$ cat config.mk
export PLATFORM = sky130hd
export DESIGN_NAME = store_queue
export DESIGN_NICKNAME = d
export VERILOG_FILES = /design/src/rtl/store_queue.sv
export SDC_FILE = /design/constraint.sdc
export NUM_CORES = 1
export LEC_CHECK = 0
export ABC_AREA = 1
export ABC_CLOCK_PERIOD_IN_PS = 7900
export CORE_MARGIN = 2
export CORE_UTILIZATION = 32
export CTS_CLUSTER_DIAMETER = 80
export DETAILED_ROUTE_END_ITERATION = 10
export PLACE_DENSITY = 0.51
export SLEW_MARGIN = 30
export SYNTH_ARGS = -nofsm -noshare
export SYNTH_HDL_FRONTEND = slang
export SYNTH_SLANG_ARGS = --single-unit
$ cat constraint.sdc
create_clock -name clk -period 7.9 [get_ports clk]
set_clock_uncertainty 0.15 [all_clocks]
set_input_delay 1.58 -clock clk [delete_from_list [all_inputs] [get_ports clk]]
set_output_delay 1.58 -clock clk [all_outputs]
set_load 0.01 [all_outputs]
$ cat src/rtl/store_queue.sv
// In-order store queue: converts sb/sh/sw/sd requests into doubleword-aligned byte-masked
// writes, drains them over a valid/ready write port and flags loads that hit a pending store.
module store_queue #(
    parameter int DEPTH = 4
) (
    input  logic                     clk,
    input  logic                     rst_n,
    input  logic                     st_valid,
    output logic                     st_ready,
    input  logic [63:0]              st_addr,
    input  logic [63:0]              st_data,
    input  logic [1:0]               st_size,
    output logic                     st_misalign,
    output logic                     mem_wvalid,
    input  logic                     mem_wready,
    output logic [63:0]              mem_waddr,
    output logic [63:0]              mem_wdata,
    output logic [7:0]               mem_wmask,
    input  logic [63:0]              ld_chk_addr,
    output logic                     ld_hazard,
    output logic                     sq_empty,
    output logic [$clog2(DEPTH):0]   sq_count
);
    localparam int PW = $clog2(DEPTH);
    localparam logic [PW:0]   FULL_CNT = (PW+1)'(DEPTH);
    localparam logic [PW:0]   CNT_ONE  = (PW+1)'(1);
    localparam logic [PW-1:0] PTR_ONE  = PW'(1);

    // Handshakes: a store transfers on st_valid && st_ready, a write on mem_wvalid && mem_wready,
    // both at the rising edge; the write port holds its payload until it transfers.
    logic [60:0]   r_addr [DEPTH];
    logic [63:0]   r_data [DEPTH];
    logic [7:0]    r_mask [DEPTH];
    logic [PW-1:0] r_head;
    logic [PW-1:0] r_tail;
    logic [PW:0]   r_count;
    logic          r_misalign;

    logic          w_mis;
    logic          w_push;
    logic          w_pop;
    logic [7:0]    w_mask_base;
    logic [7:0]    w_lane_mask;
    logic [63:0]   w_lane_data;
    logic          w_hazard;
    logic [PW-1:0] w_rel;

    always_comb begin
        w_mis       = 1'b0;
        w_mask_base = 8'h01;
        case (st_size)
            2'd0: begin w_mis = 1'b0;           w_mask_base = 8'h01; end
            2'd1: begin w_mis = st_addr[0];     w_mask_base = 8'h03; end
            2'd2: begin w_mis = |st_addr[1:0];  w_mask_base = 8'h0F; end
            default: begin w_mis = |st_addr[2:0]; w_mask_base = 8'hFF; end
        endcase
    end

    assign w_lane_mask = w_mask_base << st_addr[2:0];
    assign w_lane_data = st_data << {st_addr[2:0], 3'b000};

    assign st_ready = (r_count < FULL_CNT);
    assign w_push   = st_valid && st_ready && !w_mis;
    assign w_pop    = mem_wvalid && mem_wready;

    always_ff @(posedge clk or negedge rst_n) begin
        if (!rst_n) begin
            r_head     <= '0;
            r_tail     <= '0;
            r_count    <= '0;
            r_misalign <= 1'b0;
        end else begin
            r_misalign <= st_valid && st_ready && w_mis;
            if (w_push) r_tail <= r_tail + PTR_ONE;
            if (w_pop)  r_head <= r_head + PTR_ONE;
            case ({w_push, w_pop})
                2'b10:   r_count <= r_count + CNT_ONE;
                2'b01:   r_count <= r_count - CNT_ONE;
                default: r_count <= r_count;
            endcase
        end
    end

    // Payload storage needs no reset: entries are only observed while counted as valid.
    always_ff @(posedge clk) begin
        if (w_push) begin
            r_addr[r_tail] <= st_addr[63:3];
            r_data[r_tail] <= w_lane_data;
            r_mask[r_tail] <= w_lane_mask;
        end
    end

    // An entry is live when its distance from the head is below the occupancy.
    always_comb begin
        w_hazard = 1'b0;
        w_rel    = '0;
        for (int i = 0; i < DEPTH; i++) begin
            w_rel = PW'(i) - r_head;
            if (({1'b0, w_rel} < r_count) && (r_addr[i] == ld_chk_addr[63:3]))
                w_hazard = 1'b1;
        end
    end

    assign sq_count    = r_count;
    assign sq_empty    = (r_count == '0);
    assign mem_wvalid  = !sq_empty;
    assign st_misalign = r_misalign;
    assign ld_hazard   = w_hazard;
    assign mem_waddr   = mem_wvalid ? {r_addr[r_head], 3'b000} : 64'h0;
    assign mem_wdata   = mem_wvalid ? r_data[r_head] : 64'h0;
    assign mem_wmask   = mem_wvalid ? r_mask[r_head] : 8'h0;

endmodule

Word level (Yosys, flattened, before mapping)
Memories as Yosys holds them, arrays and structs flattened.
Cells that the tools add are included.

word-level totals
  register bits = 8
  latch bits = 0
  bits in writable memories = 532
  bits in read-only memories = 0
  bits of input ports = 198
  output and inout port bits = 144
  memories kept = 3

memory list
  name    depth  width  rd ports  clocked after memory_dff  write ports  RTL line  text
  r_data  4      64     1         0                         1            32        logic [63:0] r_data [DEPTH];
  r_addr  4      61     5         0                         1            31        logic [60:0] r_addr [DEPTH];
  r_mask  4      8      1         0                         1            33        logic [7:0] r_mask [DEPTH];

operators by class
  add/sub/neg operators = 8
  $mul = 0
  div/mod/pow operators = 0
  $lt $le $gt $ge = 5
  eq/ne operators = 8
  shifts and indexed selects = 2
  multiplexer cells = 12
  bitwise gates (word level) = 0
  reduce and logical (&&, ||, !) cells = 15

operators by type and width
  cell                                                                count
  61-bit == test                                                      4
  64-bit 2-to-1 mux                                                   2
  64-bit by 6-bit << shifter with 64-bit output                       1
  8-bit one-hot mux with 3 select lines                               1
  2-bit by 3-bit < comparator with 1-bit output                       4
  1-bit logical AND                                                   8
  8-bit 2-to-1 mux                                                    1
  8-bit by 3-bit << shifter with 8-bit output                         1
  1-bit 2-to-1 mux                                                    6
  3-bit one-hot mux with 2 select lines                               1
  2-bit by 1-bit adder with 2-bit output, second input constant       2
  2-bit by 1-bit == test with 1-bit output, second input constant     2
  2-bit == test, second input constant                                2
  1-bit by 2-bit subtractor with 2-bit output, first input constant   2
  2-bit subtractor, first input constant                              2
  3-bit by 1-bit adder with 3-bit output, second input constant       1
  3-bit zero test                                                     1
  3-bit < comparator, second input constant                           1
  1-bit one-hot mux with 3 select lines                               1
  3-bit OR reduction                                                  1
  3-bit by 1-bit subtractor with 3-bit output, second input constant  1
  1-bit zero test                                                     2
  2-bit zero test                                                     1
  2-bit nonzero test                                                  1
  2-bit OR reduction                                                  1

Depth between registers and ports, before layout
  word-level depth = 7
  depth in mapped cells = 15
  gate-level depth less buffers = 13

Worst setup path after synthesis
OpenSTA, ideal clock, no wires.

  kind = in2reg
  start = in st_addr[0]
  end = mem r_addr[0][0], enable pin
  setup time = 0.628 ns
  arrival time = 7.735 ns
  data required time = 7.122 ns
  path slack = -0.613 ns
  stages on the path = 6
  path buffers = 1
  path through = buf_2 -> inv_1 -> o21ai_1 -> nand2_1 -> nand3_2 -> nor2_1

on the way
  longest elaborated chain between the ends = 6

RTL lines
  element                                                          RTL line  text
  from (decl)                                                      10        input logic [63:0] st_addr,
  3-bit OR reduction / 2-bit OR reduction (equally long branches)  55, 54
  1-bit one-hot mux with 3 select lines *                          51        case (st_size)
  1-bit zero test *                                                63        assign w_push = st_valid && st_ready && !w_mis;
  1-bit logical AND *                                              63
  1-bit 2-to-1 mux *                                               86        if (w_push) begin
  1-bit 2-to-1 mux (implied by the code) *                         87        r_addr[r_tail] <= st_addr[63:3];
  to (decl)                                                        31

Mark *: on every way between the ends. The rest lies on a longest branch, timed or not.

Worst setup path after layout
  start = in ld_chk_addr[4]
  end = out ld_hazard

on the way
  longest elaborated chain between the ends = 6

RTL lines
  element                        RTL line  text
  from (decl)                    19        input logic [63:0] ld_chk_addr,
  61-bit == test                 99        if (({1'b0, w_rel} < r_count) && (r_addr[i] == ld_chk_addr[63:3]))
  1-bit logical AND              99
  1-bit 2-to-1 mux (3 in a row)  99
  1-bit 2-to-1 mux *             99
  to (decl)                      20        output logic ld_hazard,

Marks and branches as above.

==> metrics.cfg <==
[setup_path]
crit_fanout=5
reg2regPathDepth=9
crit_type=input port to output pin
critPathLaunchType=input port
rr_endpoint=sq_count[1]
worst_setup_path_end_kind=output pin
r2r-start=sq_count[0]
arrival_ns=4.05
r2r_slack_ns=5.07
worst-endpoint-required_ns=6.17

[yosys]
syn_area_mm2=0.0256
ys_seq_area_frac=0.632
synthFlopType=edfxtp_1
syn_inst=2408
ys_top_cells_by_area=edfxtp_1 62%, nand2_1 9.1%, xnor2_1 3.9%
synthArstFlopShare=0.0148
syn_avg_cell_area_um2=10.6
yosysTopAreaCellShare=0.624
yosys-top-cells-count=622 x nand2_1, 532 x edfxtp_1, 202 x nor2_1
ys_types=35
yosys.cell_count.top_type=nand2_1
yosys_warnings=0
yosysTopAreaCell=edfxtp_1
ys_seq_elements=540
synth_edf_count=532

[placed_design]
gp_congestion=0.862
dp_cells=3685
port_buffers=335
place_ws_ns=2.11
hpwl_mm=53.4

[pwr]
combPwrFrac=0.393
finalPower_uw=10300
intPower_uw=6580
leakage_uw=0.0114
p_per_area_mw_per_mm2=323
irDropWorstVdd_mv=0.373
p_sw_uw=3690
clockPowerShare=0.260
netSwitchingFraction=0.359
power_frac_seq=0.347

[routing]
drt-met1-wl_mm=33.5
drc=0
wl_met3_mm=6.63
num_vias=19200
wl_per_cell_um=21.8
drtIter0Drc=1503
viasPerCell=5.05
totalWireLength_mm=82.8
firstDrtPassIters=6
routed.top_layer=met5
met2_length_mm=39.9
ant_nets=0

[floorplan]
initial_core_util=0.324
rows=103
ioPinCount=342
dieArea_mm2=0.0823
die_y_um=287
die_w_um=287
core_area_mm2=0.0791

[grt]
antenna_found_initial=9
grt_pass1_wl_mm=120
grt_overflow=0
grtUsageTotal=0.195
grt_max_degree=73
grt_pass1_vias=19000

[clocking]
post_cts_buffers=0
holdBufCountCts=0
path_clk_slew_ns=0.06
clkSinkCount=540
htreeDepth=2
clock_latency_ns=0.61
cts_inserted_buffers=60
cts_tree=yes
post_cts_resized=0
root_buffer=clkbuf_16
clk_path_buf_depth=3

[timing]
fin_crit_sh=0.731
final.setup.worst_slack_ns=2.12
max_freq_mhz=173
rsz0062_at_grt=false
drv_slew=0
tightestPinTransition_ns=1.02
period_needed_ns=5.78
finalHoldViolations=0
setup_viol_count_final=0
slew_headroom=0.319

[worst_hold_path]
whs_path_depth=2
min_from=sq_count[1]
hold_path_end=sq_count[1]
hp-class=register to register

[layout]
nFillCells=7597
instances_no_fill=3794
nets=2905
drive_gt1_frac=0.0500
syn_to_final_growth_pct=24.3

[run_status]
status=finished, final reports clean

[run]
drv_cap=0

-- critical path, cell delays in order --
cell	delay, ns
clkdlybuf4s50_1	0.57
inv_1	0.12
nand2_1	0.07
nand2_1	0.05
nor2_1	0.11
nand2_1	0.07
nor2_1	0.16
nand2_1	0.11
nor2_1	0.33
nand3_1	0.12
nand2_1	0.08
inv_1	0.04
nand2_1	0.09
clkdlybuf4s50_1	0.55
-- area by class of cell --
type / instances / area, um2 / area share
tap: 1050 / 1310 / 0.0413
clock inverter: 32 / 295 / 0.00928
timing repair buffer: 367 / 3660 / 0.115
inverter: 179 / 677 / 0.0213
antenna: 4 / 10.0 / 0.000315
sequential: 540 / 16200 / 0.508
clock buffer: 73 / 1590 / 0.0500
multi-input combinational: 1549 / 8100 / 0.254
-- power groups by stage --
stage,Sequential (uW),Clock [uW],Combinational (uW)
finish,3560,2670,4040
global route,3580,2850,4320
CTS,3560,2740,4100
detailed placement,3620,0,4080
global placement,3610,0,4070
floorplan,3550,0,1960
-- sequential cells by signal, summed over array words and instances (netlist names) --
name and count:
r_data 256, r_addr 244, r_head 2, r_tail 2, sq_count 3, r_mask 32
st_misalign 1
-- cells by family after synthesis --
logic type	count (synthesis)	synth area share
buf+inv	321	0.0535
mux	24	0.00938
other cells	1	0.000146
xor+xnor	142	0.0486
flops	540	0.632
compound gates	352	0.0902
simple gates	1018	0.161
fa+ha+maj	10	0.00518
-- how the worst max path moves through the flow --
stage	end	depth (start not counted)	from	slack, ns
finish	ld_hazard	14	ld_chk_addr[4]	2.12
global route	ld_hazard	14	ld_chk_addr[8]	1.90
CTS	mem_wdata[13]	5	r_head[0]	2.07
detailed placement	ld_hazard	14	ld_chk_addr[4]	2.11
global placement	ld_hazard	14	ld_chk_addr[3]	2.14
floorplan	r_addr[0][0]	6	st_addr[0]	-0.61
-- per-layer routing --
metal,track usage,up-vias
li1,-,8959
met1,0.245,9329
met3,0.0456,143
met4,0.0688,8
met5,0,-
met2,0.329,724
-- stage by stage --
stage          instance area [um2]  hold WS [ns]  utilization  setup TNS (ns)
6_report                     31800         0.453        0.402               0
3_3_place_gp                 29900         0.434        0.378               0
5_1_grt                      31800         0.483        0.402               0
2_1_floorplan                25600         0.407            -         -326.09
4_1_cts                      31800         0.467        0.402               0
3_5_place_dp                 29900         0.452        0.378               0
-- cell usage in the layout (no fill, tap or decap), drive strengths merged, types with 2 or more instances in the layout --
cell and instances:
nand2 622, edfxtp 532, clkdlybuf4s50 334, nor2 206, nand3 180, inv 180, xnor2 113, a22oi 104
a31oi 102, o21ai 80, clkbuf 73, buf 33, a221oi 31, xor2 29, clkinv 26, o22ai 24
mux2i 24, or2 9, ha 9, dfrtp 8, a21oi 6, bufinv 5, diode 4, o211ai 3
conb 3, a21boi 2
Power figures use the tool's default switching activity.
